**src/rtl/control_pkg.sv**
```systemverilog
// Shared definitions for the sequenced control stage: ALU mode codes,
// opcode class patterns, FSM state encoding and the control bundle.
package control_pkg;

    localparam int unsigned ALU_MODE_W = 3;

    // ALU mode codes driven on alu_mode
    localparam logic [ALU_MODE_W-1:0] ALU_MODE_ADD      = 3'd0;
    localparam logic [ALU_MODE_W-1:0] ALU_MODE_SHIFT    = 3'd1;
    localparam logic [ALU_MODE_W-1:0] ALU_MODE_NOT      = 3'd2;
    localparam logic [ALU_MODE_W-1:0] ALU_MODE_AND      = 3'd3;
    localparam logic [ALU_MODE_W-1:0] ALU_MODE_OR       = 3'd4;
    localparam logic [ALU_MODE_W-1:0] ALU_MODE_XOR      = 3'd5;
    localparam logic [ALU_MODE_W-1:0] ALU_MODE_BYPASS_A = 3'd6;

    // Opcode class patterns: LB/SB match o[4:1], BRANCH matches o[4:3]
    localparam logic [3:0] OPC_CLASS_LB     = 4'b1001;
    localparam logic [3:0] OPC_CLASS_SB     = 4'b1010;
    localparam logic [1:0] OPC_CLASS_BRANCH = 2'b11;

    // Sequencer state encoding
    localparam int unsigned ST_W = 2;
    localparam logic [ST_W-1:0] ST_RUN      = 2'd0;
    localparam logic [ST_W-1:0] ST_MEM_WAIT = 2'd1;
    localparam logic [ST_W-1:0] ST_FLUSH    = 2'd2;

    // Control lines issued downstream for one instruction
    typedef struct packed {
        logic [ALU_MODE_W-1:0] alu_mode;
        logic                  rf_write_en;
        logic                  rf_write_data_sel;
        logic                  rf_write_addr_sel;
        logic                  alu_a_sel;
        logic                  alu_b_sel;
        logic                  mem_write_en;
        logic                  mem_read_en;
        logic                  is_branch;
        logic                  illegal;
    } ctrl_bundle_t;

endpackage

```
**src/rtl/control_decode.sv**
```systemverilog
// Combinational opcode decoder producing one control bundle.
// Ports:
//   opcode - instruction opcode, bits above [4] must be zero to be legal
//   bundle - decoded control lines, forced to a safe pattern when illegal
module control_decode
    import control_pkg::*;
#(
    parameter int unsigned OPC_W = 5
) (
    input  logic [OPC_W-1:0] opcode,
    output ctrl_bundle_t     bundle
);

    logic [4:0] o;
    logic       hi_nz;

    assign o = opcode[4:0];

    // Any set bit above the 5-bit base opcode makes the opcode illegal
    generate
        if (OPC_W > 5) begin : g_ext
            assign hi_nz = |opcode[OPC_W-1:5];
        end else begin : g_base
            assign hi_nz = 1'b0;
        end
    endgenerate

    always_comb begin
        bundle = '0;

        casez (o[4:1])
            4'b000?: bundle.alu_mode = ALU_MODE_ADD;
            4'b001?: bundle.alu_mode = ALU_MODE_SHIFT;
            4'b0100: bundle.alu_mode = ALU_MODE_NOT;
            4'b0101: bundle.alu_mode = ALU_MODE_AND;
            4'b0110: bundle.alu_mode = ALU_MODE_OR;
            4'b0111: bundle.alu_mode = ALU_MODE_XOR;
            4'b10??: bundle.alu_mode = ALU_MODE_BYPASS_A;
            default: bundle.alu_mode = ALU_MODE_ADD;
        endcase

        bundle.rf_write_en       = !o[4] || (o[4:2] == 3'b100);
        bundle.rf_write_data_sel = (o[4:1] == OPC_CLASS_LB);
        bundle.rf_write_addr_sel = (o[4:2] == 3'b100);
        bundle.alu_a_sel         = (o[4:3] == OPC_CLASS_BRANCH) || (o == 5'b10001);
        bundle.alu_b_sel         = (o[4:3] == OPC_CLASS_BRANCH) || ((o[4:3] == 2'b00) && o[1]);
        bundle.mem_write_en      = (o[4:1] == OPC_CLASS_SB);
        bundle.mem_read_en       = (o[4:1] == OPC_CLASS_LB);
        bundle.is_branch         = (o[4:3] == OPC_CLASS_BRANCH);

        // Illegal opcodes still issue, but with every enable and select cleared
        if (hi_nz) begin
            bundle          = '0;
            bundle.alu_mode = ALU_MODE_ADD;
            bundle.illegal  = 1'b1;
        end
    end

endmodule

```
**src/rtl/control_seq.sv**
```systemverilog
// Registered decode stage with valid/ready on both sides, memory wait-state
// sequencing for lb/sb and squashing of upstream instructions after a taken
// branch. Ports:
//   clk, rst_n         - clock and synchronous active-low reset
//   in_valid/in_ready  - upstream opcode handshake (in_ready is combinational)
//   opcode             - instruction opcode
//   branch_taken       - single-cycle pulse: kill in-flight work and flush
//   out_valid/out_ready- downstream bundle handshake
//   alu_mode .. illegal- registered control bundle, enables zero when idle
//   retired_cnt        - count of bundles consumed downstream (wraps)
module control_seq
    import control_pkg::*;
#(
    parameter int unsigned OPC_W     = 5,
    parameter int unsigned MEM_LAT   = 2,
    parameter int unsigned FLUSH_LEN = 2,
    parameter int unsigned CNT_W     = 16
) (
    input  logic                  clk,
    input  logic                  rst_n,
    input  logic                  in_valid,
    output logic                  in_ready,
    input  logic [OPC_W-1:0]      opcode,
    input  logic                  branch_taken,
    output logic                  out_valid,
    input  logic                  out_ready,
    output logic [ALU_MODE_W-1:0] alu_mode,
    output logic                  rf_write_en,
    output logic                  rf_write_data_sel,
    output logic                  rf_write_addr_sel,
    output logic                  alu_a_sel,
    output logic                  alu_b_sel,
    output logic                  mem_write_en,
    output logic                  mem_read_en,
    output logic                  is_branch,
    output logic                  illegal,
    output logic [CNT_W-1:0]      retired_cnt
);

    localparam int unsigned WAIT_W  = (MEM_LAT > 0) ? $clog2(MEM_LAT + 1) : 1;
    localparam int unsigned FLUSH_W = $clog2(FLUSH_LEN + 1);

    logic [ST_W-1:0]    state_q,     state_d;
    logic [WAIT_W-1:0]  wait_q,      wait_d;
    logic [FLUSH_W-1:0] flush_q,     flush_d;
    ctrl_bundle_t       bundle_q,    bundle_d;
    logic               out_valid_q, out_valid_d;
    logic [CNT_W-1:0]   retired_q,   retired_d;

    ctrl_bundle_t       dec_bundle;
    logic               in_ready_c;
    logic               accept_c;
    logic               consume_c;
    logic               mem_op_c;

    control_decode #(
        .OPC_W (OPC_W)
    ) u_decode (
        .opcode (opcode),
        .bundle (dec_bundle)
    );

    // Upstream readiness: held low in reset, stalled during memory wait,
    // always open while flushing so discarded instructions drain
    always_comb begin
        in_ready_c = 1'b0;
        if (rst_n) begin
            case (state_q)
                ST_RUN:   in_ready_c = !out_valid_q || out_ready;
                ST_FLUSH: in_ready_c = 1'b1;
                default:  in_ready_c = 1'b0;
            endcase
        end
    end

    assign accept_c  = in_valid && in_ready_c;
    assign consume_c = out_valid_q && out_ready;
    assign mem_op_c  = dec_bundle.mem_read_en || dec_bundle.mem_write_en;

    // Next-state, bundle and counter logic
    always_comb begin
        state_d     = state_q;
        wait_d      = wait_q;
        flush_d     = flush_q;
        bundle_d    = bundle_q;
        out_valid_d = out_valid_q;
        retired_d   = retired_q;

        // A bundle killed by a taken branch is not counted as retired
        if (consume_c && !branch_taken) begin
            retired_d = retired_q + CNT_W'(1);
        end

        // Clearing the bundle on drain keeps enables low whenever out_valid is low
        if (consume_c) begin
            out_valid_d = 1'b0;
            bundle_d    = '0;
        end

        if (branch_taken) begin
            state_d     = ST_FLUSH;
            flush_d     = FLUSH_W'(FLUSH_LEN);
            wait_d      = '0;
            out_valid_d = 1'b0;
            bundle_d    = '0;
        end else begin
            case (state_q)
                ST_RUN: begin
                    if (accept_c) begin
                        bundle_d    = dec_bundle;
                        out_valid_d = 1'b1;
                        if (mem_op_c && (MEM_LAT > 0)) begin
                            state_d = ST_MEM_WAIT;
                            wait_d  = WAIT_W'(MEM_LAT);
                        end
                    end
                end
                ST_MEM_WAIT: begin
                    wait_d = wait_q - WAIT_W'(1);
                    if (wait_q == WAIT_W'(1)) begin
                        state_d = ST_RUN;
                    end
                end
                ST_FLUSH: begin
                    // Each handshake here is swallowed; leave once the count hits zero
                    if (accept_c) begin
                        flush_d = flush_q - FLUSH_W'(1);
                        if (flush_q == FLUSH_W'(1)) begin
                            state_d = ST_RUN;
                        end
                    end
                end
                default: begin
                    state_d = ST_RUN;
                end
            endcase
        end
    end

    // State and output registers
    always_ff @(posedge clk) begin
        if (!rst_n) begin
            state_q     <= ST_RUN;
            wait_q      <= '0;
            flush_q     <= '0;
            bundle_q    <= '0;
            out_valid_q <= 1'b0;
            retired_q   <= '0;
        end else begin
            state_q     <= state_d;
            wait_q      <= wait_d;
            flush_q     <= flush_d;
            bundle_q    <= bundle_d;
            out_valid_q <= out_valid_d;
            retired_q   <= retired_d;
        end
    end

    assign in_ready          = in_ready_c;
    assign out_valid         = out_valid_q;
    assign alu_mode          = bundle_q.alu_mode;
    assign rf_write_en       = bundle_q.rf_write_en;
    assign rf_write_data_sel = bundle_q.rf_write_data_sel;
    assign rf_write_addr_sel = bundle_q.rf_write_addr_sel;
    assign alu_a_sel         = bundle_q.alu_a_sel;
    assign alu_b_sel         = bundle_q.alu_b_sel;
    assign mem_write_en      = bundle_q.mem_write_en;
    assign mem_read_en       = bundle_q.mem_read_en;
    assign is_branch         = bundle_q.is_branch;
    assign illegal           = bundle_q.illegal;
    assign retired_cnt       = retired_q;

endmodule

```
**config.mk**
```make
export PLATFORM = sky130hd
export DESIGN_NAME = control_seq
export DESIGN_NICKNAME = d
export VERILOG_FILES = /design/src/rtl/control_pkg.sv /design/src/rtl/control_decode.sv /design/src/rtl/control_seq.sv
export SDC_FILE = /design/constraint.sdc
export NUM_CORES = 1
export LEC_CHECK = 0
export ABC_AREA = 1
export BUFFER_PORTS_ARGS = -buffer_cell sky130_fd_sc_hd__buf_4
export CAP_MARGIN = 10
export CORE_ASPECT_RATIO = 1.75
export CORE_MARGIN = 2
export CORE_UTILIZATION = 53
export CTS_CLUSTER_SIZE = 40
export DETAILED_ROUTE_END_ITERATION = 8
export HOLD_SLACK_MARGIN = 0.03
export PLACE_DENSITY = 0.79
export SLEW_MARGIN = 20
export SYNTH_ARGS = -nofsm -noshare
export SYNTH_HDL_FRONTEND = slang
export SYNTH_SLANG_ARGS = --single-unit
```
**constraint.sdc**
```tcl
create_clock -name clk -period 1.75 [get_ports clk]
set_clock_uncertainty 0.1 [all_clocks]
set_input_delay 0.35 -clock clk [delete_from_list [all_inputs] [get_ports clk]]
set_output_delay 0.35 -clock clk [all_outputs]
set_load 0.05 [all_outputs]
```
; After elaboration in Yosys (flattened, before gate mapping)
; Index checks and enable logic that the tools add are counted.
[word_totals]
in_bits = 10
ff_bits = 35
elab_cells = 91
out_inout_bits = 30
[classes]
muxes = 22
n_reduce_logical = 23
eq_ne = 25
n_bitwise = 1
n_addsub = 3
[op_table]
columns = op, count
row1 = 2-to-1 mux 12 bit, 3
row2 = 2-to-1 mux 2 bit, 11
row3 = case mux 3 bit (6 select lines), 1
row4 = adder 16 x 1 -> 16 bit (second input constant), 1
row5 = == test 4 x 3 -> 1 bit (second input constant), 4
row6 = inequality test 3 bit (second input constant), 5
row7 = inequality test 2 bit (second input constant), 5
row8 = AND reduction 5 bit, 2
row9 = == test 4 bit (second input constant), 2
row10 = == test 2 x 1 -> 1 bit (second input constant), 3
row11 = == test 2 bit (second input constant), 3
row12 = case mux 2 bit (3 select lines), 1
row13 = nonzero test 2 bit, 3
row14 = == test 5 bit (second input constant), 1
row15 = logical OR 1 bit, 5
row16 = logical AND 1 bit, 4
row17 = logical NOT 2 bit, 2
row18 = 2-to-1 mux 1 bit, 4
row19 = case mux 2 bit (2 select lines), 1
row20 = AND reduction 2 bit, 2
row21 = subtractor 2 x 1 -> 2 bit (second input constant), 2
row22 = == test 3 x 1 -> 1 bit (second input constant), 1
row23 = == test 3 bit (second input constant), 1
row24 = logical NOT 1 bit, 3
row25 = other kinds (4), 4

; Depth between registers and ports, before layout
; Gate-level depths: netlist of run 1.
[logic_depth]
depth_word = 8
ltp_mapped = 9
ltp_nobuf = 9

; By module
; Synthesis of run 1 repeated with hierarchy kept, for this count alone.
[unflattened]
hier_cells = 267
hier_area_um2 = 1811.7
[modules_own_cells]
columns = mod, instances, area_per_inst_um2, cells_per_inst
row1 = control_seq, 1, 1682.9, 239
row2 = control_decode, 1, 128.9, 28

; Least setup slack after synthesis of run 1
; OpenSTA, ideal clock, no wires.
[synth_path]
path_type = reg2reg
from = register retired_q[0] (netlist: retired_cnt[0])
to = register retired_q[12] (netlist: retired_cnt[12])
synth_period_minus_slack_ns = 1.817
path_stages_with_launch = 7
arrival_ns = 1.601
setup_slack_ns = -0.067
setup_ns = 0.116
path_cell_list = dfxtp_1 ha_1 nand3_1 nor3_4 nand3_1 o21ai_0 nor2_1
[synth_between]
elab_chain_cells = 1
[synth_rtl]
columns = item, line
row1 = start: declaration, control_seq.sv:48  ; logic [CNT_W-1:0] retired_q, retired_d;
row2 = start signal: assignment, control_seq.sv:155  ; retired_q <= retired_d;
row3 = adder 16 x 1 -> 16 bit, control_seq.sv:91  ; retired_d = retired_q + CNT_W'(1);
; Every way passes these cells.
; A chain may end at the register's enable or synchronous reset.

; Final worst setup path of run 1
[layout_path]
from = register out_valid_q (netlist: out_valid)
to = output port in_ready
[layout_between]
elab_chain_cells = 4
[layout_rtl]
columns = item, line
row1 = start: declaration, control_seq.sv:47  ; logic out_valid_q, out_valid_d;
row2 = start signal: assignment, control_seq.sv:154  ; out_valid_q <= out_valid_d;
row3 = logical NOT 1 bit, control_seq.sv:69  ; ST_RUN: in_ready_c = !out_valid_q || out_ready;
row4 = logical OR 1 bit, control_seq.sv:69
row5 = case mux 1 bit (2 select lines), control_seq.sv:68  ; case (state_q)
row6 = 2-to-1 mux 1 bit, control_seq.sv:67  ; if (rst_n) begin
row7 = end: declaration, control_seq.sv:22  ; output logic in_ready,
; Every way passes these cells.

==> flow_summary.toml, run 1 <==
[sta]
finalWorstSetupSlack_ns = 0.0720
slew_headroom_pct = 70.9
finalSetupViolations = 0
rsz0062_at_grt = "false"
slew_violations = 0
max_freq_ghz = 0.596
layout_min_cycle_time_ns = 1.68
finalHoldViolCount = 0
tightest_slew_ns = 0.435
setup_tns_ns = 0
min_period_over_period_pct = 95.9

[floorplan]
coreArea_um2 = 3110
die_y_um = 79.1
top_level_ports = 40
die_area_um2 = 3710
die_w_um = 46.9
num_rows = 27
initial_utilization_pct = 54.9

[logic_synthesis]
synthFlopType = "dfxtp_1"
synth_edf_count = 0
yosysTopAreaCell = "dfxtp_1"
synth.top_cell.area_share_pct = 41.1
synth.area.top_cells = "dfxtp_1 41%, nand2_1 9.9%, inv_1 7.7%"
yosysSeqAreaShare_pct = 41.1
synthCells = 237
syn_avg_cell_area_um2 = 7.20
async_flop_share_pct = 0
synth_seq_cells = 35
synth_cell_types = 31
synth_area_um2 = 1710
ys_warn_count = 0
syn-num-nets = 250

[critical_path]
cpPeakStageDelay_ns = 0.46
critPathRequiredTime_ns = 1.30
crit_path_end_kind = "primary output"
slowest_stage = "dfxtp_1"
worstPathMaxFanout = 5
worstPathArrival_ns = 1.23
start_kind = "flop"
path_class = "reg2out"
crit_chain = "nand3_2, nand2_1, inv_1, buf_4"

[global_route]
grt_overflow = 0
grt_pass1_vias = 1534
grt_max_degree = 20
grtUsageTotal_pct = 23.7
antenna_found_initial = 0
grt_pass1_wl_um = 6380

[cells_and_area]
final_cell_mix = "45 x nand2_1, 42 x buf_4, 35 x inv_1"
area_growth_syn_to_layout_pct = 26.8
post-route-cell-area_um2 = 2160
layout-drive-gt1-share_pct = 23.6
nNetsFinal = 296
layout_commonest_cell = "nand2_1"
n_antenna_cell = 0

[clock_network]
clk_latency_ns = 0.29
htree_levels = 2
root_buffer = "clkbuf_8"
clkTransAtPathRegs_ns = 0.07
cts_buffer_depth = 2
tritoncts = "built"
cts_setup_buffers = 0
clkSinkCount = 35
cts_buffers = 5

[worst_hold_path]
hold_class = "in2reg"

[drt]
route.detailed.drc = 0
vias = 1649
drt-total-wl_um = 3780
ant_nets = 0
avgViaCountPerCell = 5.04
drtIter0Drc = 22
post_drt_wl_per_cell_um = 11.6
firstDrtPassIters = 4

[placed_design]
dp_hpwl_um = 2920
dp_slack_ns = 0.218
place_area_um2 = 2060
place_congestion = 0.838
port_buffers = 39

[outcome]
outcome = "finished, final reports clean"

[run]
drv_cap = 0

[power]
ir_worst_vdd_uv = 551
p_per_area_nw_per_um2 = 760
p_leak_nw = 0.983
## Yosys cell counts (2+ instances only)
cell	instances
xor2_1	3
ha_1	3
or2_2	2
inv_1	35
o21ai_0	14
nor2_4	3
nand4_1	5
nand2_1	45
nor3_1	7
nor2_1	29
a21oi_1	19
dfxtp_1	35
nand3_1	18
a31oi_1	2
## path summary, 6_finish.rpt
check	start	end	slack [ns]	cells after the start
max	out_valid$_SDFF_PP0_	in_ready	0.07	4
min	opcode[0]	alu_a_sel$_SDFF_PP0_	0.25	3
max reg2reg	retired_cnt[0]$_SDFFE_PN0P_	retired_cnt[12]$_SDFFE_PN0P_	0.23	6
min reg2reg	mem_write_en$_SDFF_PP0_	mem_write_en$_SDFF_PP0_	0.36	2
## power by group
group          switching [W]  leakage [nW]  internal [W]
logic               0.000119         0.648     0.0000616
clock network       0.000283        0.0515      0.000359
registers          0.0000105         0.284      0.000810
## cells by family after synthesis
family          synth area share (%)
flops                           41.1
xor+xnor                        1.54
buf+inv                         9.38
fa+ha+maj                       2.20
simple gates                    34.5
compound gates                  11.3
## critical path, delay by kind of cell, from the launching register on
family,cells,cell delay [ns]
buffers and inverters,2,0.23
DFF,1,0.46
and+or+nand+nor,2,0.26
## per-layer routing
metal  part of all wire (%)  global-route usage, %  routed length, um
met3                    3.4                   5.91                130
met5                      0                      0                  0
met2                     57                   42.7               2150
met1                     36                   22.2               1380
met4                    3.4                   13.1                129
## flip-flops by register name (all words and copies together), names as in the netlist, 2 cells and up
register / count
wait_q: 2
flush_q: 2
alu_mode: 3
retired_cnt: 16
state_q: 2
## area by class of cell
type | instances | area [um2]
timing repair buffer | 42 | 315
fill | 283 | 945
clock buffer | 8 | 100
multi-input combinational | 162 | 850
tap | 43 | 53.8
sequential | 35 | 704
inverter | 37 | 140
## timing repair
| action | in CTS | in global routing |
|---|---|---|
| resized for setup | 0 | 2 |
| hold endpoints to repair | 0 | 0 |
| endpoints found under the setup margin | 0 | 2 |
| hold buffers | 0 | 0 |
## metrics by stage
| stage | hold slack [ns] | cells | util, % | power, W |
|---|---|---|---|---|
| after floorplan | 0.353 | 237 | - | 0.000955 |
| after global placement | 0.351 | 319 | 66.2 | 0.00102 |
| after detailed placement | 0.353 | 319 | 66.2 | 0.00102 |
| after CTS | 0.244 | 327 | 69.4 | 0.00165 |
| after global routing | 0.266 | 327 | 69.6 | 0.00172 |
| final | 0.246 | 327 | 69.6 | 0.00164 |
No activity file was read; power rests on OpenSTA's default activity.
==> inputs of run 2 (changes only) <==
--- a/config.mk
+++ b/config.mk
@@ -14,6 +14,7 @@
 export CTS_CLUSTER_SIZE = 40
 export DETAILED_ROUTE_END_ITERATION = 8
 export HOLD_SLACK_MARGIN = 0.03
+export MAX_ROUTING_LAYER = met4
 export PLACE_DENSITY = 0.79
 export SLEW_MARGIN = 20
 export SYNTH_ARGS = -nofsm -noshare
==> run 2 against run 1 <==
Net effect:
- design area unchanged
- global-route usage increased by 0.58 points
- non-clock buffer count unchanged
- sequential share of layout area unchanged
- critical endpoint unchanged
- largest cell class unchanged
- core utilization unchanged
- flip-flop and latch count unchanged
- die area unchanged
- hold slack about the same
- count of clock-buffer cells in the layout unchanged
- sequential power about the same
- critical path depth unchanged
- final cell count unchanged
- critical path type unchanged
==> flow_summary.toml, run 2 (synthesis gave the netlist of run 1 again) <==
[power]
pwr-share-seq_pct = 49.9
p_clk_share_pct = 39.1
p_per_area_nw_per_um2 = 760
p_comb_share_pct = 11.0
switchingPower_w = 0.000413
ir_worst_vdd_uv = 551
p_sw_share_pct = 25.1
internal_power_w = 0.00123
p_leak_nw = 0.983

[drt]
route.detailed.drc = 0
ant_nets = 0
drt-total-wl_um = 3790
drtIter0Drc = 23
post_drt_wl_per_cell_um = 11.6
vias = 1652
avgViaCountPerCell = 5.05
firstDrtPassIters = 4

[critical_path]
crit_chain = "nand3_2, nand2_1, inv_1, buf_4"
rrSetupSlack_ns = 0.23
cp_num_buf_inv = 2
r2r_cells = 6
critPathRequiredTime_ns = 1.30
path_class = "reg2out"
worstPathArrival_ns = 1.23
r2r_end = "retired_cnt[12]$_SDFFE_PN0P_"
crit_path_end_kind = "primary output"
critPathLaunch = "out_valid$_SDFF_PP0_"
reg2reg_from = "retired_cnt[0]$_SDFFE_PN0P_"
worstPathMaxFanout = 5
cpPeakStageDelay_ns = 0.46
worst-path-stages = 4
critical_path.top_delay_family = "flip-flops"
start_kind = "flop"
worstSetupEndpoint = "in_ready"
slowest_stage = "dfxtp_1"

[cells_and_area]
nNetsFinal = 296
fillCellCount = 283
multi_input_area_um2 = 850
post-route-cell-area_um2 = 2160
largest_reg_flops = 16
area_growth_syn_to_layout_pct = 26.8
stdcell_count = 327
layout-drive-gt1-share_pct = 23.6
final_cell_mix = "45 x nand2_1, 42 x buf_4, 35 x inv_1"
seqCellArea_um2 = 704
fin_util_pct = 69.6
n_antenna_cell = 0
layout_commonest_cell = "nand2_1"

[placed_design]
dp.cells = 319
place_congestion = 0.851
dp_hpwl_um = 2920
place_area_um2 = 2060
port_buffers = 39

[outcome]
outcome = "finished, final reports clean"

[clock_network]
ctsHoldBuffers = 0
clk_latency_ns = 0.29
clkSinkCount = 35
cts_buffer_depth = 2
htree_levels = 2
clkTransAtPathRegs_ns = 0.07
cts_buffers = 5
root_buffer = "clkbuf_8"
tritoncts = "built"

[floorplan]
die_area_um2 = 3710
coreArea_um2 = 3110
die_y_um = 79.1
num_rows = 27
die_w_um = 46.9
initial_utilization_pct = 54.9
top_level_ports = 40

[sta]
finalSetupViolations = 0
finalHoldViolCount = 0
whs_ns = 0.246
layout_min_cycle_time_ns = 1.68
max_freq_ghz = 0.596
rsz0062_at_grt = "false"
setup_tns_ns = 0
tightest_slew_ns = 0.436
slew_headroom_pct = 70.9
min_period_over_period_pct = 95.8
slew_violations = 0

[worst_hold_path]
hold_class = "in2reg"

[global_route]
grt_overflow = 0
grtUsageTotal_pct = 24.2
antenna_found_initial = 0
grt_max_degree = 20
grt_pass1_wl_um = 6380
grt_pass1_vias = 1535

[run]
drv_cap = 0
run 2: cell counts in the layout (fill, tap and decap cells not counted):
Identical to the previous run, type by type.
run 2: how the worst min path moves through the flow:
stage                                start                          end  depth (start not counted)
6_report                         opcode[0]         alu_a_sel$_SDFF_PP0_                          3
5_1_grt                          opcode[0]         alu_a_sel$_SDFF_PP0_                          3
4_1_cts                          opcode[0]         alu_a_sel$_SDFF_PP0_                          3
3_5_place_dp       mem_write_en$_SDFF_PP0_      mem_write_en$_SDFF_PP0_                          2
3_3_place_gp   retired_cnt[0]$_SDFFE_PN0P_  retired_cnt[0]$_SDFFE_PN0P_                          1
2_1_floorplan       wait_q[0]$_SDFFE_PP0P_       wait_q[0]$_SDFFE_PP0P_                          2
run 2: timing repair:
| item | 4_1_cts | 5_1_grt |
|---|---|---|
| buffers inserted | 0 | 0 |
| gates resized for setup | 0 | 2 |
| endpoints found under the setup margin | 0 | 2 |
run 2: per-layer routing:
layer / up-vias / global-route usage (%) / wire length [um]
li1: 853 / - / -
met3: 13 / 5.45 / 127
met4: 0 / 13.1 / 129
met5: - / - / 0
met2: 36 / 42.7 / 2150
met1: 750 / 22.5 / 1390
run 2: layout make-up:
cell class / count / share of cell area (%)
flip-flops and latches: 35 / 32.6
inverters: 37 / 6.48
clock buffers: 8 / 4.63
repair buffers: 42 / 14.6
well taps: 43 / 2.49
multi-input cells: 162 / 39.3
run 2: per-stage QoR:
stage | setup WS [ns] | total power [W]
floorplan | 0.0784 | 0.000955
global placement | 0.215 | 0.00102
detailed placement | 0.218 | 0.00102
CTS | 0.0661 | 0.00165
global route | 0.00287 | 0.00172
finish | 0.0728 | 0.00164
run 2: power by group through the flow:
stage	registers, W	logic [W]	clock network (W)
floorplan	0.000861	0.0000937	0
global placement	0.000838	0.000178	0
detailed placement	0.000838	0.000179	0
CTS	0.000820	0.000181	0.000652
global route	0.000821	0.000202	0.000693
finish	0.000820	0.000181	0.000643
run 2: tightest hold or removal path, cell delays in order:
cell,delay [ns]
buf_4,0.11
nand3_1,0.07
a21oi_1,0.06
==> inputs of run 3 (changes only) <==
--- a/config.mk
+++ b/config.mk
@@ -16,6 +16,7 @@
 export HOLD_SLACK_MARGIN = 0.03
 export MAX_ROUTING_LAYER = met4
 export PLACE_DENSITY = 0.79
+export RECOVER_POWER = 25
 export SLEW_MARGIN = 20
 export SYNTH_ARGS = -nofsm -noshare
 export SYNTH_HDL_FRONTEND = slang
==> run 3 against run 2 <==
Net effect:
- combinational power shrank 3%
- critical path depth grew 1
- power is 0.35% lower
- sequential share of layout area is 0.87 points higher
- critical endpoint unchanged
- count of clock-buffer cells in the layout is the same
==> flow_summary.toml, run 3 (synthesis gave the netlist of run 1 again) <==
[outcome]
outcome = "finished, final reports clean"

[drt]
drt-total-wl_um = 3800
firstDrtPassIters = 4
vias = 1668
post_drt_wl_per_cell_um = 11.6
drtIter0Drc = 32
avgViaCountPerCell = 5.10
route.detailed.drc = 0
ant_nets = 0

[placed_design]
place_congestion = 0.851
dp_hpwl_um = 2920
dp.cells = 319
place_area_um2 = 2060
port_buffers = 39

[critical_path]
worstPathMaxFanout = 6
slowest_stage = "dfxtp_2"
path_class = "reg2out"
critical_path.top_delay_family = "flip-flops"
crit_chain = "inv_1, nand3_2, nand2_1, inv_1, buf_4"
cp_num_buf_inv = 3
critPathRequiredTime_ns = 1.30
cpPeakStageDelay_ns = 0.38
crit_top_cell = "inv_1"
start_kind = "flop"
crit_path_end_kind = "primary output"
worstPathArrival_ns = 1.17

[clock_network]
cts_buffers = 5
clkSinkCount = 35
ctsHoldBuffers = 0
cts_setup_buffers = 0
clk_latency_ns = 0.29
tritoncts = "built"
htree_levels = 2
root_buffer = "clkbuf_8"
post_cts_resized = 0
clkTransAtPathRegs_ns = 0.07
cts_buffer_depth = 2

[global_route]
grt_max_degree = 20
grt_pass1_wl_um = 6380
grt_pass1_vias = 1535
grtUsageTotal_pct = 24.2
antenna_found_initial = 0
grt_overflow = 0

[cells_and_area]
n_antenna_cell = 0
post-route-cell-area_um2 = 2110
layout_commonest_cell = "nand2_1"
area_growth_syn_to_layout_pct = 23.5
fillCellCount = 297
nNetsFinal = 296
stdcell_count = 327
final_cell_mix = "45 x nand2_1, 35 x inv_1, 32 x dfxtp_1"
layout-drive-gt1-share_pct = 19.0
largest_reg_flops = 16

[run]
drv_cap = 0

[floorplan]
die_w_um = 46.9
coreArea_um2 = 3110
num_rows = 27
die_area_um2 = 3710
top_level_ports = 40
initial_utilization_pct = 54.9
die_y_um = 79.1

[sta]
slew_headroom_pct = 60.1
slew_violations = 0
layout_min_cycle_time_ns = 1.62
max_freq_ghz = 0.616
finalSetupViolations = 0
min_period_over_period_pct = 92.8
tightest_slew_ns = 0.602
rsz0062_at_grt = "false"
finalHoldViolCount = 0
setup_tns_ns = 0

[power]
switchingPower_w = 0.000412
internal_power_w = 0.00123
p_per_area_nw_per_um2 = 778
pwr-share-seq_pct = 50.1
p_clk_share_pct = 39.2
p_sw_share_pct = 25.1
p_leak_nw = 0.936
p_comb_share_pct = 10.7
ir_worst_vdd_uv = 552

[worst_hold_path]
hold_class = "in2reg"
## run 3: cell count changes in the layout (fill, tap and decap cells not counted)
| cell | change |
|---|---|
| nand3_4 | -1 |
| nand3_1 | +1 |
| buf_4 | -11 |
| nor2_1 | +1 |
| nor2_2 | -1 |
| clkbuf_1 | +11 |
## run 3: cell type report
type                            count  area (um2)  area share, %
Multi-Input combinational cell    162         835           39.6
Sequential cell                    35         704           33.4
Timing Repair Buffer               42         274           13.0
Inverter                           37         140           6.65
Clock buffer                        8         100           4.75
Tap cell                           43        53.8           2.55
## run 3: final timing paths
| path | slack, ns | cells past startpoint | from | to |
|---|---|---|---|---|
| worst max-delay path | 0.13 | 5 | state_q[1]$_SDFFE_PN0P_ | in_ready |
| worst min-delay path | 0.25 | 3 | opcode[0] | alu_a_sel$_SDFF_PP0_ |
| worst max register to register | 0.20 | 5 | out_valid$_SDFF_PP0_ | retired_cnt[12]$_SDFFE_PN0P_ |
| worst min register to register | 0.36 | 2 | mem_write_en$_SDFF_PP0_ | mem_write_en$_SDFF_PP0_ |
## run 3: worst min-delay path: stages
cell and delay [ns]:
buf_4 0.11, nand3_1 0.07, a21oi_1 0.06
## run 3: through the flow
stage	utilization, %	power [W]	setup slack [ns]	hold slack (ns)
2_1_floorplan	-	0.000955	0.0784	0.353
3_3_place_gp	66.2	0.00102	0.215	0.351
3_5_place_dp	66.2	0.00102	0.218	0.353
4_1_cts	69.4	0.00165	0.0661	0.244
5_1_grt	67.8	0.00171	0.0483	0.266
6_report	67.8	0.00164	0.126	0.247
## run 3: power by group through the flow
stage | logic (W) | clock network [W] | registers, W
2_1_floorplan | 0.0000937 | 0 | 0.000861
3_3_place_gp | 0.000178 | 0 | 0.000838
3_5_place_dp | 0.000179 | 0 | 0.000838
4_1_cts | 0.000181 | 0.000652 | 0.000820
5_1_grt | 0.000196 | 0.000693 | 0.000821
6_report | 0.000176 | 0.000643 | 0.000820
## run 3: layer usage
| layer | vias up | GRT usage (%) | wire length, um |
|---|---|---|---|
| met5 | - | - | 0 |
| met3 | 13 | 5.45 | 127 |
| met4 | 0 | 13.1 | 133 |
| met2 | 40 | 42.7 | 2140 |
| met1 | 763 | 22.5 | 1400 |
| li1 | 852 | - | - |
